File: src/rtl/decode_issue_queue_if.sv
// decode_issue_queue_if: handshake bundle between decode, the issue queue and execute.
//   slave  : the queue side (takes in_*, hazard, flush, out_ready; drives the rest)
//   master : the decode/execute side (mirror of slave)
// Parameters must match the decode_issue_queue instance they are connected to.
interface decode_issue_queue_if #(
  parameter int PAYLOAD_W = 192,
  parameter int DEPTH     = 2,
  parameter int CNT_W     = 16
);
  logic                     in_valid;
  logic                     in_ready;
  logic [PAYLOAD_W-1:0]     in_payload;
  logic [31:0]              in_instr;
  logic                     hazard;
  logic                     flush;
  logic                     out_valid;
  logic                     out_ready;
  logic [PAYLOAD_W-1:0]     out_payload;
  logic [31:0]              out_instr;
  logic [$clog2(DEPTH):0]   occupancy;
  logic [CNT_W-1:0]         bubble_cnt;

  modport master (
    output in_valid, in_payload, in_instr, hazard, flush, out_ready,
    input  in_ready, out_valid, out_payload, out_instr, occupancy, bubble_cnt
  );

  modport slave (
    input  in_valid, in_payload, in_instr, hazard, flush, out_ready,
    output in_ready, out_valid, out_payload, out_instr, occupancy, bubble_cnt
  );
endinterface

File: src/rtl/decode_issue_queue.sv
// decode_issue_queue: DEPTH-entry FIFO of decoded instructions between decode and
// execute. Valid/ready on both sides; hazard blocks intake, flush empties the queue
// in one cycle, and an empty queue presents payload 0 / NOP_INSTR. bubble_cnt
// saturates while counting cycles where execute is ready but gets a NOP.
// Ports:
//   clk   : clock, rising edge
//   rst_n : synchronous active-low reset
//   q     : decode_issue_queue_if.slave (in_*, hazard, flush, out_*, occupancy, bubble_cnt)
module decode_issue_queue #(
  parameter int          PAYLOAD_W = 192,
  parameter int          DEPTH     = 2,
  parameter logic [31:0] NOP_INSTR = 32'h00000013,
  parameter int          CNT_W     = 16
) (
  input  logic                    clk,
  input  logic                    rst_n,
  decode_issue_queue_if.slave     q
);
  localparam int AW = $clog2(DEPTH);
  localparam int CW = AW + 1;

  typedef struct packed {
    logic [PAYLOAD_W-1:0] payload;
    logic [31:0]          instr;
  } entry_t;

  entry_t        mem [DEPTH];
  logic [AW-1:0] wr_ptr, rd_ptr;
  logic [CW-1:0] count;
  logic [CNT_W-1:0] bubble_cnt;
  logic          full, out_valid, in_ready, push, pop;

  assign full      = (count == CW'(DEPTH));
  assign out_valid = (count != '0);
  // Intake readiness is independent of out_ready: no combinational path through the queue.
  assign in_ready  = rst_n & ~q.flush & ~q.hazard & ~full;
  assign push      = q.in_valid & in_ready;
  assign pop       = out_valid & q.out_ready;

  assign q.in_ready    = in_ready;
  assign q.out_valid   = out_valid;
  // Empty queue shows a canonical bubble, never stale storage.
  assign q.out_payload = out_valid ? mem[rd_ptr].payload : '0;
  assign q.out_instr   = out_valid ? mem[rd_ptr].instr   : NOP_INSTR;
  assign q.occupancy   = count;
  assign q.bubble_cnt  = bubble_cnt;

  // Storage is not reset; push is already gated off by reset and flush via in_ready.
  always_ff @(posedge clk) begin
    if (push) mem[wr_ptr] <= '{payload: q.in_payload, instr: q.in_instr};
  end

  always_ff @(posedge clk) begin
    if (!rst_n) begin
      wr_ptr <= '0;
      rd_ptr <= '0;
      count  <= '0;
    end else if (q.flush) begin
      // Flush wins over a same-cycle pop.
      wr_ptr <= '0;
      rd_ptr <= '0;
      count  <= '0;
    end else begin
      if (push) wr_ptr <= wr_ptr + 1'b1;
      if (pop)  rd_ptr <= rd_ptr + 1'b1;
      case ({push, pop})
        2'b10:   count <= count + 1'b1;
        2'b01:   count <= count - 1'b1;
        default: count <= count;
      endcase
    end
  end

  // Bubble counter survives flush; only reset clears it.
  always_ff @(posedge clk) begin
    if (!rst_n)
      bubble_cnt <= '0;
    else if (~out_valid & q.out_ready & ~&bubble_cnt)
      bubble_cnt <= bubble_cnt + 1'b1;
  end
endmodule

File: src/flat_wrapper.sv
// flat-port wrapper written by rule: the top's interface ports become plain ports
module decode_issue_queue_flat 
#(
  parameter int          PAYLOAD_W = 192,
  parameter int          DEPTH     = 2,
  parameter logic [31:0] NOP_INSTR = 32'h00000013,
  parameter int          CNT_W     = 16
)
  (clk, rst_n, q_in_valid, q_in_payload, q_in_instr, q_hazard, q_flush, q_out_ready, q_in_ready, q_out_valid, q_out_payload, q_out_instr, q_occupancy, q_bubble_cnt);
  decode_issue_queue_if #(.PAYLOAD_W(PAYLOAD_W), .DEPTH(DEPTH), .CNT_W(CNT_W)) q_i ();
  input  logic clk;
  input  logic rst_n;
  input wire logic [$bits(q_i.in_valid)-1:0] q_in_valid;
  input wire logic [$bits(q_i.in_payload)-1:0] q_in_payload;
  input wire logic [$bits(q_i.in_instr)-1:0] q_in_instr;
  input wire logic [$bits(q_i.hazard)-1:0] q_hazard;
  input wire logic [$bits(q_i.flush)-1:0] q_flush;
  input wire logic [$bits(q_i.out_ready)-1:0] q_out_ready;
  output wire logic [$bits(q_i.in_ready)-1:0] q_in_ready;
  output wire logic [$bits(q_i.out_valid)-1:0] q_out_valid;
  output wire logic [$bits(q_i.out_payload)-1:0] q_out_payload;
  output wire logic [$bits(q_i.out_instr)-1:0] q_out_instr;
  output wire logic [$bits(q_i.occupancy)-1:0] q_occupancy;
  output wire logic [$bits(q_i.bubble_cnt)-1:0] q_bubble_cnt;
  assign q_i.in_valid = q_in_valid;
  assign q_i.in_payload = q_in_payload;
  assign q_i.in_instr = q_in_instr;
  assign q_i.hazard = q_hazard;
  assign q_i.flush = q_flush;
  assign q_i.out_ready = q_out_ready;
  assign q_in_ready = q_i.in_ready;
  assign q_out_valid = q_i.out_valid;
  assign q_out_payload = q_i.out_payload;
  assign q_out_instr = q_i.out_instr;
  assign q_occupancy = q_i.occupancy;
  assign q_bubble_cnt = q_i.bubble_cnt;
  decode_issue_queue #(.PAYLOAD_W(PAYLOAD_W), .DEPTH(DEPTH), .NOP_INSTR(NOP_INSTR), .CNT_W(CNT_W)) u_core (.clk(clk), .rst_n(rst_n), .q(q_i));
endmodule
File: config.mk
export PLATFORM = sky130hd
export DESIGN_NAME = decode_issue_queue_flat
export DESIGN_NICKNAME = d
export VERILOG_FILES = /design/src/rtl/decode_issue_queue_if.sv /design/src/rtl/decode_issue_queue.sv /design/src/flat_wrapper.sv
export SDC_FILE = /design/constraint.sdc
export NUM_CORES = 1
export LEC_CHECK = 0
export ABC_AREA = 1
export CAP_MARGIN = 20
export CORE_MARGIN = 2
export CORE_UTILIZATION = 47
export DETAILED_ROUTE_END_ITERATION = 8
export PLACE_DENSITY = 0.78
export SYNTH_ARGS = -nofsm -noshare
export SYNTH_HDL_FRONTEND = slang
export SYNTH_SLANG_ARGS = --single-unit
File: constraint.sdc
create_clock -name clk -period 27.2 [get_ports clk]
set_clock_uncertainty 0.1 [all_clocks]
set_input_delay 2.72 -clock clk [delete_from_list [all_inputs] [get_ports clk]]
set_output_delay 2.72 -clock clk [all_outputs]
set_load 0.01 [all_outputs]
==> impl_metrics.toml, run 1 <==
[outcome]
status = "complete, no violations"

[synthesis]
synth-main-ff-cell = "edfxtp_1"
ys_async_sr_fraction_pct = 0
synth_most_common_cell = "nand2_1"
yosysTopAreaCell = "edfxtp_1"
syn_nets = 1623
syn_inst = 1391
synth_common_cells = "nand2_1, edfxtp_1, a21oi_1, nor2_1, buf_2"
ys_ff_latch = 469
synth.cell_area_sq_um = 17850
yosys_warnings = 0
synth_top_area_share_pct = 75.35
syn_area_per_cell_sq_um = 12.83
yosysSeqAreaShare_pct = 77.71
synth-edff-count = 448
yosys-top-cells-area = "edfxtp_1, nand2_1, a21oi_1, dfxtp_1, buf_2"
ys_types = 24

[cts]
htree_levels = 2
hold_buffers = 0
clockBufferDepth = 3
clk_pin_slew_worst_paths_ns = 0.06
clock_tree.root_cell = "clkbuf_16"
cts_resized = 0
cts_tree = "done"
insertion_delay_ns = 0.56
postCtsSetupBuffers = 0
cts_inserted_buffers = 48
clock_sinks = 469

[pwr]
p_leak_nw = 8.357
power_density_nw_per_um2 = 60.97
vdd_ir_drop_max_mv = 0.05567

[placement]
place_congestion = 0.8276
port_buffers = 473
dp.cells = 2310
pre_cts_slack_ns = 19.80
dpl.hpwl_mm = 28.89

[detailed_routing]
antenna_left = 0
drc = 0
drtIter0Drc = 689
wl_per_cell_um = 19.50
wirelength_mm = 46.83
num_vias = 12500
viasPerCell = 5.207
firstDrtPassIters = 6

[timing]
fin_crit_ns = 7.412
max_slew.worst_pin.slew_ns = 1.473
setup_violations = 0
fin_ws_ns = 19.79
max_slew_margin_pct = 1.791
setup_tns_ns = 0
hold_slack_ns = 0.3541
slew_violations = 0
rsz0062_at_grt = "no"
fmax_mhz = 134.9
hold_viol_final = 0
finalCritPeriodShare_pct = 27.25

[final_layout]
stdcell_count = 2401
fill_cells = 2671
finalNetCount = 2081
drive_above_1_share_pct = 4.931
syn_to_final_growth_pct = 37.38

[global_routing]
gr-total-overflow = 0
grtUsageMet2_pct = 37.61
grt_usage_pct = 22.76
top_usage_layer = "met2"
grt_use_met1_pct = 26.40
grt_max_degree = 224
grt_pass1_wl_mm = 68.24
grt_pass1_vias = 12280
met3_usage_pct = 7.714
antenna_found_initial = 5

[worst_setup_path]
critPathLaunchType = "input pin"
path_class = "in2out"
r2r-start = "u_core.q.occupancy[0]"
endpoint_kind = "output pin"
cp-endpoint = "q_in_ready"
worst-path-max-fanout = 15
cp_cell_sequence = "clkdlybuf4s50_1 -> inv_2 -> nor2_2 -> o21ai_1 -> nor2_2 -> clkdlybuf4s50_1"
r2r_end = "u_core.mem[0][200]"
critPathMaxStageDelay_ns = 0.81
worstPathRequired_ns = 24.38
cp_slowest_cell = "clkdlybuf4s50_1"
startpoint = "rst_n"
ff2ff_setup_slack_ns = 23.75
cp.arrival_ns = 4.59
reg2reg_depth = 6

[die]
num_rows = 71
ios = 474
chipHeight_um = 198.9
die_x_um = 198.9
fp.dieArea_sq_um = 39560
start_util_pct = 47.51
core_sq_um = 37580

[run]
maxCapViolCount = 0

[hold_path]
hold_class = "reg2reg"
[stage by stage]
| stage | instance area, sq um | utilization [%] | total power, mW |
|---|---|---|---|
| floorplan | 17850 | - | 0.8324 |
| global placement | 23010 | 61.24 | 0.8771 |
| detailed placement | 23010 | 61.24 | 0.8799 |
| CTS | 24520 | 65.24 | 1.508 |
| global route | 24530 | 65.27 | 1.542 |
| finish | 24530 | 65.27 | 1.495 |
[cells by family after synthesis]
kind of cell / after synthesis / share of synthesized area (%)
AO/OA/AOI/OAI: 247 / 6.924
AND/OR/NAND/NOR: 575 / 12.73
buffers and inverters: 96 / 2.397
XOR/XNOR: 2 / 0.09813
flip-flops: 469 / 77.71
adder cells (fa/ha/maj): 2 / 0.1401
[registers in the layout, indices dropped and copies added, names as in the netlist, named ones only]
register             count
u_core.wr_ptr            1
u_core.q.bubble_cnt     16
u_core.rd_ptr            1
u_core.q.occupancy       2
u_core.mem             448
[metal layers]
layer	share of wire, %	vias up
li1	-	5800
met1	36	5996
met2	49	576
met3	10	129
met4	4.5	2
met5	0.026	-
[placed cells by master (no fill, tap or decap), drive strengths merged]
cell type      count
nor3               2
o21ai             11
clkinvlp           2
dfxtp             21
buf                9
xor2               1
nand4              5
nor2              58
inv               21
clkinv            16
xnor2              1
bufinv             3
ha                 2
diode              4
nand2            494
a21oi            236
clkdlybuf4s50    473
edfxtp           448
nand3             16
clkbuf            67
[final cells by class]
| type | instances | area [sq um] | area share (%) |
|---|---|---|---|
| sequential | 469 | 13880 | 56.58 |
| timing repair buffer | 482 | 4840 | 19.73 |
| multi-input combinational | 826 | 3567 | 14.54 |
| clock buffer | 67 | 1315 | 5.361 |
| tap | 511 | 639.4 | 2.607 |
| clock inverter | 20 | 188.9 | 0.7703 |
| inverter | 22 | 90.09 | 0.3673 |
| antenna | 4 | 10.01 | 0.04081 |
[power by group]
part / leakage (nW) / switching (mW) / total, mW / internal, mW
registers: 4.22 / 0.00233 / 0.801 / 0.799
logic: 3.42 / 0.0254 / 0.0644 / 0.0390
clock network: 0.723 / 0.264 / 0.630 / 0.366
[worst min-delay path by stage]
stage / cells past startpoint / end / startpoint
after CTS: 1 / register / u_core.rd_ptr
final: 1 / register / u_core.rd_ptr
after detailed placement: 1 / register / u_core.rd_ptr
after floorplan: 1 / register / u_core.rd_ptr
after global placement: 1 / register / u_core.rd_ptr
after global routing: 1 / register / u_core.rd_ptr
[critical path: cells and delay by family]
family                 cells  cell delay [ns]
AO/OA/AOI/OAI              1             0.10
buffers and inverters      3             1.46
AND/OR/NAND/NOR            2             0.30
(Power assumes the default switching activity.)
==> run 2, diff against run 1 <==
- clock period: 27.2 -> 7.6 ns (I/O delays scaled with it)
==> impl_metrics.toml, run 2 (synthesis results as in run 1) <==
[outcome]
status = "complete, no violations"

[die]
start_util_pct = 47.51
chipHeight_um = 198.9
num_rows = 71
ios = 474
fp.dieArea_sq_um = 39560
core_sq_um = 37580
die_x_um = 198.9

[placement]
place_congestion = 0.8140
dpl.hpwl_mm = 29.38
port_buffers = 473
dp.cells = 2312

[worst_setup_path]
cp.arrival_ns = 3.92
endpoint_kind = "output pin"
critPathLaunchType = "register"
worst-path-max-fanout = 129
path_class = "reg2out"
worstPathRequired_ns = 6.74

[detailed_routing]
viasPerCell = 5.150
wl_per_cell_um = 19.20
antenna_left = 0
drc = 0
drtIter0Drc = 779
firstDrtPassIters = 6
num_vias = 12380
wirelength_mm = 46.15

[cts]
clockBufferDepth = 3
clk_pin_slew_worst_paths_ns = 0.06
clock_tree.root_cell = "clkbuf_16"
clock_sinks = 469
cts_resized = 0
postCtsSetupBuffers = 0
hold_buffers = 0
cts_inserted_buffers = 48
insertion_delay_ns = 0.56
htree_levels = 2
cts_tree = "done"

[final_layout]
syn_to_final_growth_pct = 37.77
stdcell_count = 2404
layout_commonest_cell = "nand2_1"
drive_above_1_share_pct = 5.661
regMostFlops = "u_core.mem"
finalNetCount = 2083
largest_register_ffs = 448
final_cell_mix = "nand2_1, clkdlybuf4s50_1, edfxtp_1"

[global_routing]
grt_pass1_wl_mm = 68.28
grt_usage_pct = 22.68
antenna_found_initial = 5
gr-total-overflow = 0
grt_pass1_vias = 12360
grt_max_degree = 130

[timing]
setup_violations = 0
max_slew.worst_pin.slew_ns = 1.029
slew_violations = 0
fin_crit_ns = 4.776
finalCritPeriodShare_pct = 62.84
fmax_mhz = 209.4
max_slew_margin_pct = 31.43
setup_tns_ns = 0
rsz0062_at_grt = "no"
hold_viol_final = 0

[pwr]
vdd_ir_drop_max_mv = 0.1718
p_leak_nw = 8.415
total_power_mw = 5.398
power_density_nw_per_um2 = 219.5

[hold_path]
hold_class = "reg2reg"

[run]
maxCapViolCount = 0
run 2: cell count changes in the layout (fill, tap and decap cells not counted):
cell        before  now
clkinvlp_4       2    1
buf_4            6    8
clkinv_8         1    2
clkbuf_1        17    7
clkinv_2         6   17
diode_2          4    3
bufinv_16        3    4
inv_6            2    1
clkinv_4         1    2
run 2: area by class of cell:
cell class,count,area [sq um]
clock buffers,57,1277
inverters,22,90.09
flip-flops and latches,469,13880
multi-input cells,826,3567
fillers,2691,12980
repair buffers,484,4855
well taps,511,639.4
diodes,3,7.507
clock inverters,32,282.8
run 2: path summary, 6_finish.rpt:
path,from,end,slack (ns),cells after the start
min,u_core.rd_ptr,u_core.rd_ptr,0.37,1
max,register,q_out_payload[66],2.82,5
max reg2reg,u_core.q.occupancy[0],u_core.q.occupancy[1],4.66,8
min reg2reg,u_core.rd_ptr,u_core.rd_ptr,0.37,1
run 2: stage by stage:
step	area, sq um	setup WS [ns]	utilization, %	hold WS (ns)
global route	24590	2.517	65.45	0.4198
finish	24600	2.824	65.45	0.3699
global placement	23030	3.461	61.28	0.3476
detailed placement	23030	3.386	61.28	0.3519
floorplan	17860	-0.1219	-	0.3255
CTS	24590	2.802	65.43	0.3654
run 2: metal layers:
layer / vias up / routed length (um) / global-route usage (%)
met5: - / 23 / 0
met4: 4 / 1429 / 8.928
met3: 92 / 4707 / 8.376
met2: 494 / 23070 / 38.36
met1: 5984 / 16920 / 26.25
li1: 5806 / - / -
run 2: worst max-delay path: stages (launching register included):
cell,delay [ns]
dfxtp_4,0.53
inv_6,0.75
buf_4,0.92
nand2_1,0.10
a21oi_1,0.22
clkdlybuf4s50_1,0.61
run 2: report_power, final:
| part | switching [mW] | total (mW) | leakage (nW) | internal (mW) |
|---|---|---|---|---|
| Combinational | 0.0923 | 0.232 | 3.42 | 0.139 |
| Sequential | 0.00822 | 2.87 | 4.22 | 2.86 |
| Clock | 0.960 | 2.30 | 0.774 | 1.34 |
==> run 3, diff against run 2 <==
- CORE_UTILIZATION: 47 -> 44
- PLACE_DENSITY: 0.78 -> 0.76
- clock period: 7.6 -> 4.2 ns (I/O delays scaled with it)
==> impl_metrics.toml, run 3 (synthesis results as in run 1) <==
[timing]
fmax_mhz = 290.0
rsz0062_at_grt = "no"
fin_crit_ns = 3.448
hold_slack_ns = 0.3151
max_slew_margin_pct = 11.04
hold_viol_final = 0
setup_violations = 0
max_slew.worst_pin.slew_ns = 1.334
finalCritPeriodShare_pct = 82.10
slew_violations = 0

[cts]
htree_levels = 2
clock_sinks = 469
postCtsSetupBuffers = 0
clk_pin_slew_worst_paths_ns = 0.06
clockBufferDepth = 3
insertion_delay_ns = 0.57
cts_tree = "done"
cts_inserted_buffers = 48
clock_tree.root_cell = "clkbuf_16"
hold_buffers = 0
cts_resized = 0

[hold_path]
hold_class = "in2reg"

[pwr]
p_int_mw = 7.730
p_leak_nw = 8.417
seqPwrFrac_pct = 53.7
vdd_ir_drop_max_mv = 0.3333
p_comb_share_pct = 4.4
pwr-share-clk_pct = 41.9
power_density_nw_per_um2 = 391.3
sw_frac_of_total_pct = 19.93
power.switching_mw = 1.924

[global_routing]
grt_usage_pct = 20.63
grtUsageMet2_pct = 35.35
gr-total-overflow = 0
grt_max_degree = 225
grt_pass1_vias = 12280
grt_pass1_wl_mm = 66.88
top_usage_layer = "met2"
antenna_found_initial = 7
met3_usage_pct = 6.604
grt_use_met1_pct = 24.45

[final_layout]
layout_commonest_cell = "nand2_1"
final_util_pct = 61.81
regMostFlops = "u_core.mem"
final_cell_mix = "nand2_1, clkdlybuf4s50_1, edfxtp_1"
syn_to_final_growth_pct = 38.18
finalNetCount = 2084
drive_above_1_share_pct = 5.764
largest_register_ffs = 448

[placement]
place_congestion = 0.8548
port_buffers = 473
dpl.hpwl_mm = 28.41

[run]
maxCapViolCount = 0

[worst_setup_path]
worst-path-max-fanout = 224
cp.arrival_ns = 2.93
path_class = "reg2out"
critPathLaunchType = "register"
endpoint_kind = "output pin"
worstPathRequired_ns = 3.68

[die]
die_x_um = 205.4
fp.dieArea_sq_um = 42200
start_util_pct = 44.73
chipHeight_um = 205.4
core_sq_um = 39910
num_rows = 73
ios = 474

[detailed_routing]
firstDrtPassIters = 5
wirelength_mm = 45.36
wl_per_cell_um = 18.73
antenna_left = 0
viasPerCell = 5.132
drc = 0
num_vias = 12430
drtIter0Drc = 927

[outcome]
status = "complete, no violations"
-- run 3: cell count changes in the layout (fill, tap and decap cells not counted), moves of 2 or more --
cell	previous run	this run
buf_12	3	9
clkbuf_16	50	48
clkinv_2	17	15
diode_2	3	6
inv_6	1	3
buf_4	8	3
clkinvlp_4	1	3
-- run 3: power by group through the flow --
stage / registers (mW) / logic, mW / clock network, mW
after floorplan: 5.29 / 0.0915 / 0
after global placement: 5.28 / 0.409 / 0
after detailed placement: 5.28 / 0.420 / 0
after CTS: 5.18 / 0.424 / 4.15
after global routing: 5.19 / 0.451 / 4.32
final: 5.18 / 0.421 / 4.05
-- run 3: per-stage QoR --
| stage | setup slack [ns] | total power, mW | instance area, sq um | cells | TNS [ns] |
|---|---|---|---|---|---|
| 2_1_floorplan | -0.6268 | 5.380 | 17880 | 1391 | -276.90 |
| 3_3_place_gp | 1.016 | 5.689 | 23140 | 2327 | 0 |
| 3_5_place_dp | 0.9620 | 5.703 | 23140 | 2327 | 0 |
| 4_1_cts | 0.7901 | 9.753 | 24650 | 2416 | 0 |
| 5_1_grt | 0.6919 | 9.957 | 24660 | 2419 | 0 |
| 6_report | 0.7519 | 9.654 | 24670 | 2422 | 0 |
-- run 3: layout make-up --
cell class | instances | area [sq um]
clock buffer | 56 | 1231
sequential | 469 | 13880
timing repair buffer | 485 | 4937
tap | 525 | 656.9
clock inverter | 33 | 279.0
inverter | 22 | 97.59
antenna | 6 | 15.01
fill | 2981 | 15240
multi-input combinational | 826 | 3575
-- run 3: worst paths after layout --
| check | start | end | slack (ns) | depth (start not counted) |
|---|---|---|---|---|
| setup / recovery | register | q_out_payload[5] | 0.75 | 4 |
| hold / removal | q_in_payload[169] | u_core.mem[0][201] | 0.32 | 1 |
| setup reg to reg | u_core.q.occupancy[1] | u_core.mem[0][208] | 2.03 | 6 |
| hold reg to reg | u_core.rd_ptr | u_core.rd_ptr | 0.36 | 1 |
-- run 3: critical path: stages, from the launching register on --
cell             delay [ns]
dfxtp_4                0.38
buf_12                 0.55
nand2_1                0.10
a21oi_1                0.28
clkdlybuf4s50_1        0.59
-- run 3: routing by layer --
metal / part of all wire, % / routed length (um) / vias up
li1: - / - / 5823
met1: 37 / 16860 / 5981
met2: 51 / 23050 / 531
met3: 9.0 / 4066 / 87
met4: 2.9 / 1319 / 8
met5: 0.13 / 60 / -
